`src/rtl/divergent_scheduler.sv`:
```
// Per-core block scheduler with per-thread PCs and min-PC reconvergence.
// Issues each instruction to all live threads sitting at the lowest live PC.
module divergent_scheduler #(
  parameter int THREADS_PER_BLOCK = 4,
  parameter int PC_BITS = 8
) (
  input  logic clk,
  input  logic reset,
  input  logic start,
  input  logic [$clog2(THREADS_PER_BLOCK):0] thread_count,
  input  logic decoded_ret,
  input  logic decoded_mem_read_enable,
  input  logic decoded_mem_write_enable,
  input  logic [2:0] fetcher_state,
  input  logic [THREADS_PER_BLOCK-1:0][1:0] lsu_state,
  input  logic [THREADS_PER_BLOCK-1:0][PC_BITS-1:0] next_pc,
  output logic [PC_BITS-1:0] current_pc,
  output logic [THREADS_PER_BLOCK-1:0] active_mask,
  output logic [2:0] core_state,
  output logic done
);
  localparam int T = THREADS_PER_BLOCK;

  typedef enum logic [2:0] {
    S_IDLE    = 3'd0,
    S_FETCH   = 3'd1,
    S_DECODE  = 3'd2,
    S_REQUEST = 3'd3,
    S_WAIT    = 3'd4,
    S_EXECUTE = 3'd5,
    S_UPDATE  = 3'd6,
    S_DONE    = 3'd7
  } state_t;

  state_t r_state, w_state;
  logic [PC_BITS-1:0] r_pc, w_pc;
  logic [T-1:0] r_mask, w_mask;
  logic r_done, w_done;
  logic [T-1:0][PC_BITS-1:0] r_tpc, w_tpc;
  logic [T-1:0] r_tdone, w_tdone;

  logic [T-1:0] w_en;
  logic [T-1:0][PC_BITS-1:0] w_new_pc;
  logic [T-1:0] w_new_done;
  logic [PC_BITS-1:0] w_min;
  logic w_busy;
  logic w_unused_mem;

  assign w_unused_mem = decoded_mem_read_enable ^ decoded_mem_write_enable;

  always_comb begin
    w_en = '0;
    w_new_pc = r_tpc;
    w_new_done = r_tdone;
    w_min = '1;
    w_busy = 1'b0;
    for (int i = 0; i < T; i++) begin
      w_en[i] = int'(thread_count) > i;
      if (r_mask[i]) w_new_pc[i] = next_pc[i];
      w_new_done[i] = r_tdone[i] | (r_mask[i] & decoded_ret);
      if (r_mask[i] && (lsu_state[i] == 2'b01 || lsu_state[i] == 2'b10))
        w_busy = 1'b1;
    end
    // lowest PC among threads that are still live after this update
    for (int i = 0; i < T; i++) begin
      if (!w_new_done[i] && w_new_pc[i] < w_min) w_min = w_new_pc[i];
    end
  end

  always_comb begin
    w_state = r_state;
    w_pc = r_pc;
    w_mask = r_mask;
    w_done = r_done;
    w_tpc = r_tpc;
    w_tdone = r_tdone;
    unique case (r_state)
      S_IDLE: begin
        if (start) begin
          w_tpc = '0;
          w_tdone = ~w_en;
          w_pc = '0;
          if (w_en == '0) begin
            w_mask = '0;
            w_done = 1'b1;
            w_state = S_DONE;
          end else begin
            w_mask = w_en;
            w_state = S_FETCH;
          end
        end
      end
      S_FETCH: if (fetcher_state == 3'b010) w_state = S_DECODE;
      S_DECODE: w_state = S_REQUEST;
      S_REQUEST: w_state = S_WAIT;
      S_WAIT: if (!w_busy) w_state = S_EXECUTE;
      S_EXECUTE: w_state = S_UPDATE;
      S_UPDATE: begin
        w_tpc = w_new_pc;
        w_tdone = w_new_done;
        if (&w_new_done) begin
          w_done = 1'b1;
          w_mask = '0;
          w_state = S_DONE;
        end else begin
          w_pc = w_min;
          for (int i = 0; i < T; i++)
            w_mask[i] = !w_new_done[i] && (w_new_pc[i] == w_min);
          w_state = S_FETCH;
        end
      end
      S_DONE: begin
        if (!start) begin
          w_done = 1'b0;
          w_state = S_IDLE;
        end
      end
      default: w_state = S_IDLE;
    endcase
  end

  always_ff @(posedge clk or negedge reset) begin
    if (!reset) begin
      r_state <= S_IDLE;
      r_pc <= '0;
      r_mask <= '0;
      r_done <= 1'b0;
      r_tpc <= '0;
      r_tdone <= '1;
    end else begin
      r_state <= w_state;
      r_pc <= w_pc;
      r_mask <= w_mask;
      r_done <= w_done;
      r_tpc <= w_tpc;
      r_tdone <= w_tdone;
    end
  end

  assign current_pc = r_pc;
  assign active_mask = r_mask;
  assign core_state = r_state;
  assign done = r_done;
endmodule
```
`config.mk`:
```
export PLATFORM = sky130hd
export DESIGN_NAME = divergent_scheduler
export DESIGN_NICKNAME = d
export VERILOG_FILES = /design/src/rtl/divergent_scheduler.sv
export SDC_FILE = /design/constraint.sdc
export NUM_CORES = 1
export LEC_CHECK = 0
export BUFFER_PORTS_ARGS = -buffer_cell sky130_fd_sc_hd__buf_2
export CAP_MARGIN = 20
export CORE_MARGIN = 4
export CORE_UTILIZATION = 30
export DETAILED_ROUTE_END_ITERATION = 10
export GPL_ROUTABILITY_DRIVEN = 0
export GPL_TIMING_DRIVEN = 0
export MAX_ROUTING_LAYER = met4
export PLACE_DENSITY = 0.59
export SETUP_SLACK_MARGIN = 0.02
export SLEW_MARGIN = 15
export SYNTH_ARGS = -nofsm -noshare
export SYNTH_HDL_FRONTEND = slang
export SYNTH_SLANG_ARGS = --single-unit
```
`constraint.sdc`:
```
create_clock -name clk -period 10.7 [get_ports clk]
set_input_delay 2.14 -clock clk [delete_from_list [all_inputs] [get_ports clk]]
set_output_delay 2.14 -clock clk [all_outputs]
set_load 0.02 [all_outputs]
```
Yosys cells after proc, flatten, opt, wreduce, memory -nomap -nowiden
Index checks and enable logic that the tools add are counted.
{"block": "totals", "reg_bits": 52, "latchBits": 0, "ramBits": 0, "rom_bits": 0, "out_inout_bits": 16, "word_cells": 117, "memories": 0}
{"block": "classes", "n_addsub": 0, "mul": 0, "div_mod_pow": 0, "order_cmp": 8, "n_eq_ne": 27, "n_shift": 0, "mux": 35, "n_bitwise": 9, "reduce_logical": 29}
{"operator": "2-to-1 mux 8 bit", "n": 10}
{"operator": "one-hot mux 32 bit (2 select lines)", "n": 1}
{"operator": "== test 8 bit", "n": 4}
{"operator": "2-to-1 mux 32 bit", "n": 1}
{"operator": "< comparator 8 bit", "n": 3}
{"operator": "one-hot mux 3 bit (8 select lines)", "n": 1}
{"operator": "2-to-1 mux 3 bit", "n": 6}
{"operator": "2-to-1 mux 4 bit", "n": 4}
{"operator": "one-hot mux 4 bit (2 select lines)", "n": 2}
{"operator": "one-hot mux 8 bit (2 select lines)", "n": 1}
{"operator": "!= test 2 bit, second input constant", "n": 7}
{"operator": "== test 3 bit, second input constant", "n": 4}
{"operator": "logical AND 1 bit", "n": 12}
{"operator": "== test 3 x 2 -> 1 bit, second input constant", "n": 3}
{"operator": "== test 2 x 1 -> 1 bit, second input constant", "n": 4}
{"operator": "== test 2 bit, second input constant", "n": 4}
{"operator": "< comparator 8 bit, second input constant", "n": 1}
{"operator": "2-to-1 mux 1 bit", "n": 8}
{"operator": "AND reduction 4 bit", "n": 2}
{"operator": "greater-than comparator 3 x 1 -> 1 bit, second input constant", "n": 2}
{"operator": "greater-than comparator 3 x 2 -> 1 bit, second input constant", "n": 2}
{"operator": "AND reduction 5 bit", "n": 1}
{"operator": "bitwise AND 1 bit", "n": 4}
{"operator": "logical NOT 1 bit", "n": 4}
{"operator": "other kinds (11)", "n": 17}

Longest topological paths before layout
{"block": "depth", "word_depth": 18, "depth_mapped": 33}

Least setup slack after synthesis
No wires, ideal clock.
{"block": "synth_path", "path_type": "input to register", "startpoint": "in decoded_ret", "endpoint": "reg r_mask[1] (netlist: active_mask[1])", "t_arrival_ns": 9.313, "t_required_ns": 10.608, "slack_ns": 1.295, "cell_stages": 30, "cell_sequence": "buf_2 > a21oi_1 > nand2b_1 > nor2b_1 > ha_1 > and4_1 > a211o_1 > a311oi_4 > o31a_4 > a22o_1 > mux2_2 > ha_1 > nand4_1 > nor2_1 > nand2_1 > a221o_1 > a21o_1 > o311ai_4 > mux2i_1 > inv_1 > ha_1 > a21o_1 > a21o_1 > a211oi_1 > a21boi_1 > buf_2 > mux2i_1 > xnor2_1 > nand4_1 > o31ai_2"}
{"block": "synth_via", "elab_chain_cells": 18}
{"element": "from (decl)", "line": "11", "rtl": "input logic decoded_ret,"}
{"element": "bitwise AND 1 bit", "line": "60", "rtl": "w_new_done[i] = r_tdone[i] | (r_mask[i] & decoded_ret);"}
{"element": "OR 1 bit", "line": "60"}
{"element": "logical NOT 1 bit", "line": "66", "rtl": "if (!w_new_done[i] && w_new_pc[i] < w_min) w_min = w_new_pc[i];"}
{"element": "logical AND 1 bit", "line": "66"}
{"element": "2-to-1 mux 8 bit", "line": "66"}
{"element": "< comparator 8 bit", "line": "66"}
{"element": "logical AND 1 bit", "line": "66"}
{"element": "2-to-1 mux 8 bit", "line": "66"}
{"element": "(+2 left out)"}
{"element": "2-to-1 mux 8 bit", "line": "66"}
{"element": "< comparator 8 bit", "line": "66"}
{"element": "logical AND 1 bit", "line": "66"}
{"element": "2-to-1 mux 8 bit", "line": "66"}
{"element": "== test 8 bit", "line": "108", "rtl": "w_mask[i] = !w_new_done[i] && (w_new_pc[i] == w_min);"}
{"element": "logical AND 1 bit", "line": "108"}
{"element": "2-to-1 mux 4 bit (*)", "line": "101", "rtl": "if (&w_new_done) begin"}
{"element": "one-hot mux 4 bit (2 select lines) (*)", "line": "77", "rtl": "unique case (r_state)"}
{"element": "to (signal assigned)", "line": "133", "rtl": "r_mask <= w_mask;"}
{"element": "to (decl)", "line": "37", "rtl": "logic [T-1:0] r_mask, w_mask;"}
Mark *: on every way between the ends. The rest lies on a longest branch, timed or not.
A chain may end at the register's enable or synchronous reset.

Worst setup path in the final report
{"block": "layout_path", "startpoint": "in next_pc[5] in the netlist's numbering", "endpoint": "reg r_mask[1] (netlist: active_mask[1])"}
{"block": "layout_via", "elab_chain_cells": 17}
{"element": "from (decl)", "line": "16", "rtl": "input logic [THREADS_PER_BLOCK-1:0][PC_BITS-1:0] next_pc,"}
{"element": "2-to-1 mux 8 bit (*)", "line": "59", "rtl": "if (r_mask[i]) w_new_pc[i] = next_pc[i];"}
{"element": "< comparator 8 bit", "line": "66"}
{"element": "logical AND 1 bit", "line": "66"}
{"element": "2-to-1 mux 8 bit (*)", "line": "66"}
{"element": "< comparator 8 bit", "line": "66"}
{"element": "logical AND 1 bit", "line": "66"}
{"element": "2-to-1 mux 8 bit (*)", "line": "66"}
{"element": "< comparator 8 bit", "line": "66"}
{"element": "logical AND 1 bit", "line": "66"}
{"element": "2-to-1 mux 8 bit (*)", "line": "66"}
{"element": "< comparator 8 bit", "line": "66"}
{"element": "logical AND 1 bit", "line": "66"}
{"element": "2-to-1 mux 8 bit (*)", "line": "66"}
{"element": "== test 8 bit (*)", "line": "108"}
{"element": "logical AND 1 bit (*)", "line": "108"}
{"element": "2-to-1 mux 4 bit (*)", "line": "101"}
{"element": "one-hot mux 4 bit (2 select lines) (*)", "line": "77"}
Marks and branches as above.

==> metrics.md <==
| Metric | Value |
|---|---|
| Die Area | `16100 um^2` |
| Initial Util | `about 31%` |
| Critical Path End Type | `flop` |
| Via count | `about 4200` |
| Cts hold-fix bufs | `0` |
| GRT Util Overall | `about 17%` |
| Initial antenna violation count | `0` |
| Syn Area/Cell | `8.77 um^2` |
| Clk buf depth | `2` |
| Setup crit start kind | `input port` |
| Final HPWL DP | `11.0 mm` |
| Sequential share of the synthesized area | `just over 30%` |
| Post-synth top flop | `dfrtp_1` |
| Fin crit share | `a little over nine tenths` |
| Critical Path AT | `10510 ps` |
| Fin. Hold Viols | `0` |
| Final WS setup | `373 ps` |
| Hold Path Class | `reg2reg` |
| Number of library cell types mapped by synthesis | `65` |
| Cell with the most instances after synthesis | `nand2_1` |
| Iteration count of the initial detailed-routing pass | `5` |
| Async S/R FF share, synth | `100%` |
| TritonCTS sink count | `52` |
| Core area | `13900 um^2` |
| First-pass GRT wire length | `21.6 mm` |
| Synthesized area | `4240 um^2` |
| Final setup violation count | `0` |
| Buffers on Ports | `64` |
| DR vias/cell | `around 5.7` |
| Root Buffer | `clkbuf_16` |
| Crit path buf inv count | `4` |
| Pins Over Slew Limit | `0` |
| Area growth, synth to finish | `17.7%` |
| Top cells by area, synth | `dfrtp_1, mux2i_1, o21ai_0, ha_1, nand2_1` |
| Wirelength per Cell | `around 19 um` |
| EDFF count, synth | `0` |
| Cell taking the most area after synthesis | `dfrtp_1` |
| Max_cap viols | `0` |
| Critical-path top delay cell | `mux2i_2` |
| Final Hold Slack | `481 ps` |
| Postcts setup bufs | `0` |
| Crit-path most repeated cell | `ha_1` |
| Die height | `approximately 130 um` |
| Outcome | `finished, final reports clean` |
| Slew Limit Headroom | `39.0%` |
| Flops & latches, synth | `52` |
| DR iter-0 viols | `425` |
| # diodes | `0` |
| TritonCTS clock tree | `built` |
| CTS H-Tree Depth | `2` |
| Post-Route WL | `between 10 and 15 mm` |
| Skew final | `9.62 ps` |
| RSZ-0062 raised after global routing | `no` |
| Rows | `43` |
| Family with the most delay on the worst path | `compound AO/OA/AOI/OAI gates` |
| Final min period | `10330 ps` |
| Synth top cells by count | `nand2_1, o21ai_0, dfrtp_1, mux2i_1` |
| Clk Latency, worst-skew pair | `300 ps` |
| Maximum clock rate | `a little under 0.1 GHz` |
| CP max FO | `10` |
| IO Count | `68` |
| Total CTS buffers | `5` |
| Post-route ant nets | `0` |
| Synth top area share | `28.4%` |
| Worst path required time | `10880 ps` |
| Slew @ Worst Pin | `between 800 and 900 ps` |
| Slowest cell delay on critical path | `~530 ps` |
| Dpl ws | `-641 ps` |
| Largest net degree at the start of global routing | `32` |
| Synth warn | `0` |
| Clk slew on worst S/H paths | `about 70 ps` |
| Share of layout cells above drive strength 1 | `21.0%` |
| Synth Instances | `483` |
| Drc violations | `0` |
| GRT overflow | `0` |
| Syn nets | `554` |
| Crit path kind | `in2reg` |
| Die width | `about 130 um` |
| Vias in the first global route | `4069` |
| Nets@finish | `around 630` |
==> placed cells by master (no fill, tap or decap), types with 14 or more instances in the layout <==
cell,instances
a21oi_1,24
buf_2,68
clkbuf_1,14
dfrtp_1,48
ha_1,19
inv_1,25
mux2_2,16
mux2i_1,34
nand2_1,61
nor2_1,19
o21ai_0,50
xnor2_1,15
==> registers in the layout, indices dropped and copies added, names as in the netlist <==
name,flops
core_state,3
r_tpc,32
done,1
current_pc,8
r_tdone,4
active_mask,4
==> metal layers <==
metal / up-vias / track usage, % / wire length (um)
met5: - / - / 0
met4: 0 / 6.94 / 584
met3: 48 / 3.62 / 1030
met2: 210 / 27.5 / 6440
met1: 1995 / 21.7 / 6000
li1: 1925 / - / -
==> path summary, 6_finish.rpt <==
path / end / cells after the start / start / slack, ps
hold reg to reg: r_tpc[27]$_DFFE_PN0P_ / 2 / r_tpc[27]$_DFFE_PN0P_ / 480
min in group asynchronous: r_tpc[14]$_DFFE_PN0P_ / 1 / reset / 1820
hold / removal: r_tpc[27]$_DFFE_PN0P_ / 2 / r_tpc[27]$_DFFE_PN0P_ / 480
max in group asynchronous: r_tdone[2]$_DFFE_PN1P_ / 2 / reset / 8250
setup / recovery: active_mask[1]$_DFFE_PN0P_ / 31 / next_pc[5] / 370
setup reg to reg: active_mask[1]$_DFFE_PN0P_ / 29 / active_mask[0]$_DFFE_PN0P_ / 1580
==> worst min-delay path, cell delays in order, from the launching register on <==
cell,delay [ps]
dfrtp_1,340
nand2_1,40
o21ai_0,60
==> cell families after synthesis <==
| logic type | Yosys count | share of synthesized area (%) |
|---|---|---|
| buffers and inverters | 46 | 4.37 |
| muxes | 58 | 14.7 |
| AOI/OAI and AO/OA | 160 | 26.2 |
| xor gates and xnor gates | 22 | 4.55 |
| DFF | 52 | 30.8 |
| and+or+nand+nor | 126 | 13.7 |
| adders and majority gates | 19 | 5.61 |
==> timing repair <==
| item | in CTS | in global routing |
|---|---|---|
| gates cloned | 0 | 0 |
| setup endpoints to repair | 4 | 9 |
| gates resized for setup | 1 | 8 |
==> through the flow <==
step	std cells	cell area, um^2	TNS, ps	util [%]
3_5_place_dp	728	4800	-2630	34.6
6_report	736	4990	0	35.9
2_1_floorplan	483	4240	0	-
5_1_grt	736	4990	0	35.9
4_1_cts	736	4950	0	35.7
3_3_place_gp	727	4780	-1840	34.5
==> cell type report <==
class / instances / area (um^2)
fill: 1434 / 8890
clock inverter: 2 / 16.3
buffer: 21 / 91.3
sequential: 52 / 1310
multi-input combinational: 385 / 2780
inverter: 25 / 93.8
timing repair buffer: 65 / 340
tap: 180 / 225
clock buffer: 6 / 129
Power is left out: the tool's default activity adds up to more than one toggle a clock period on the data nets, which glitch-free logic cannot reach.
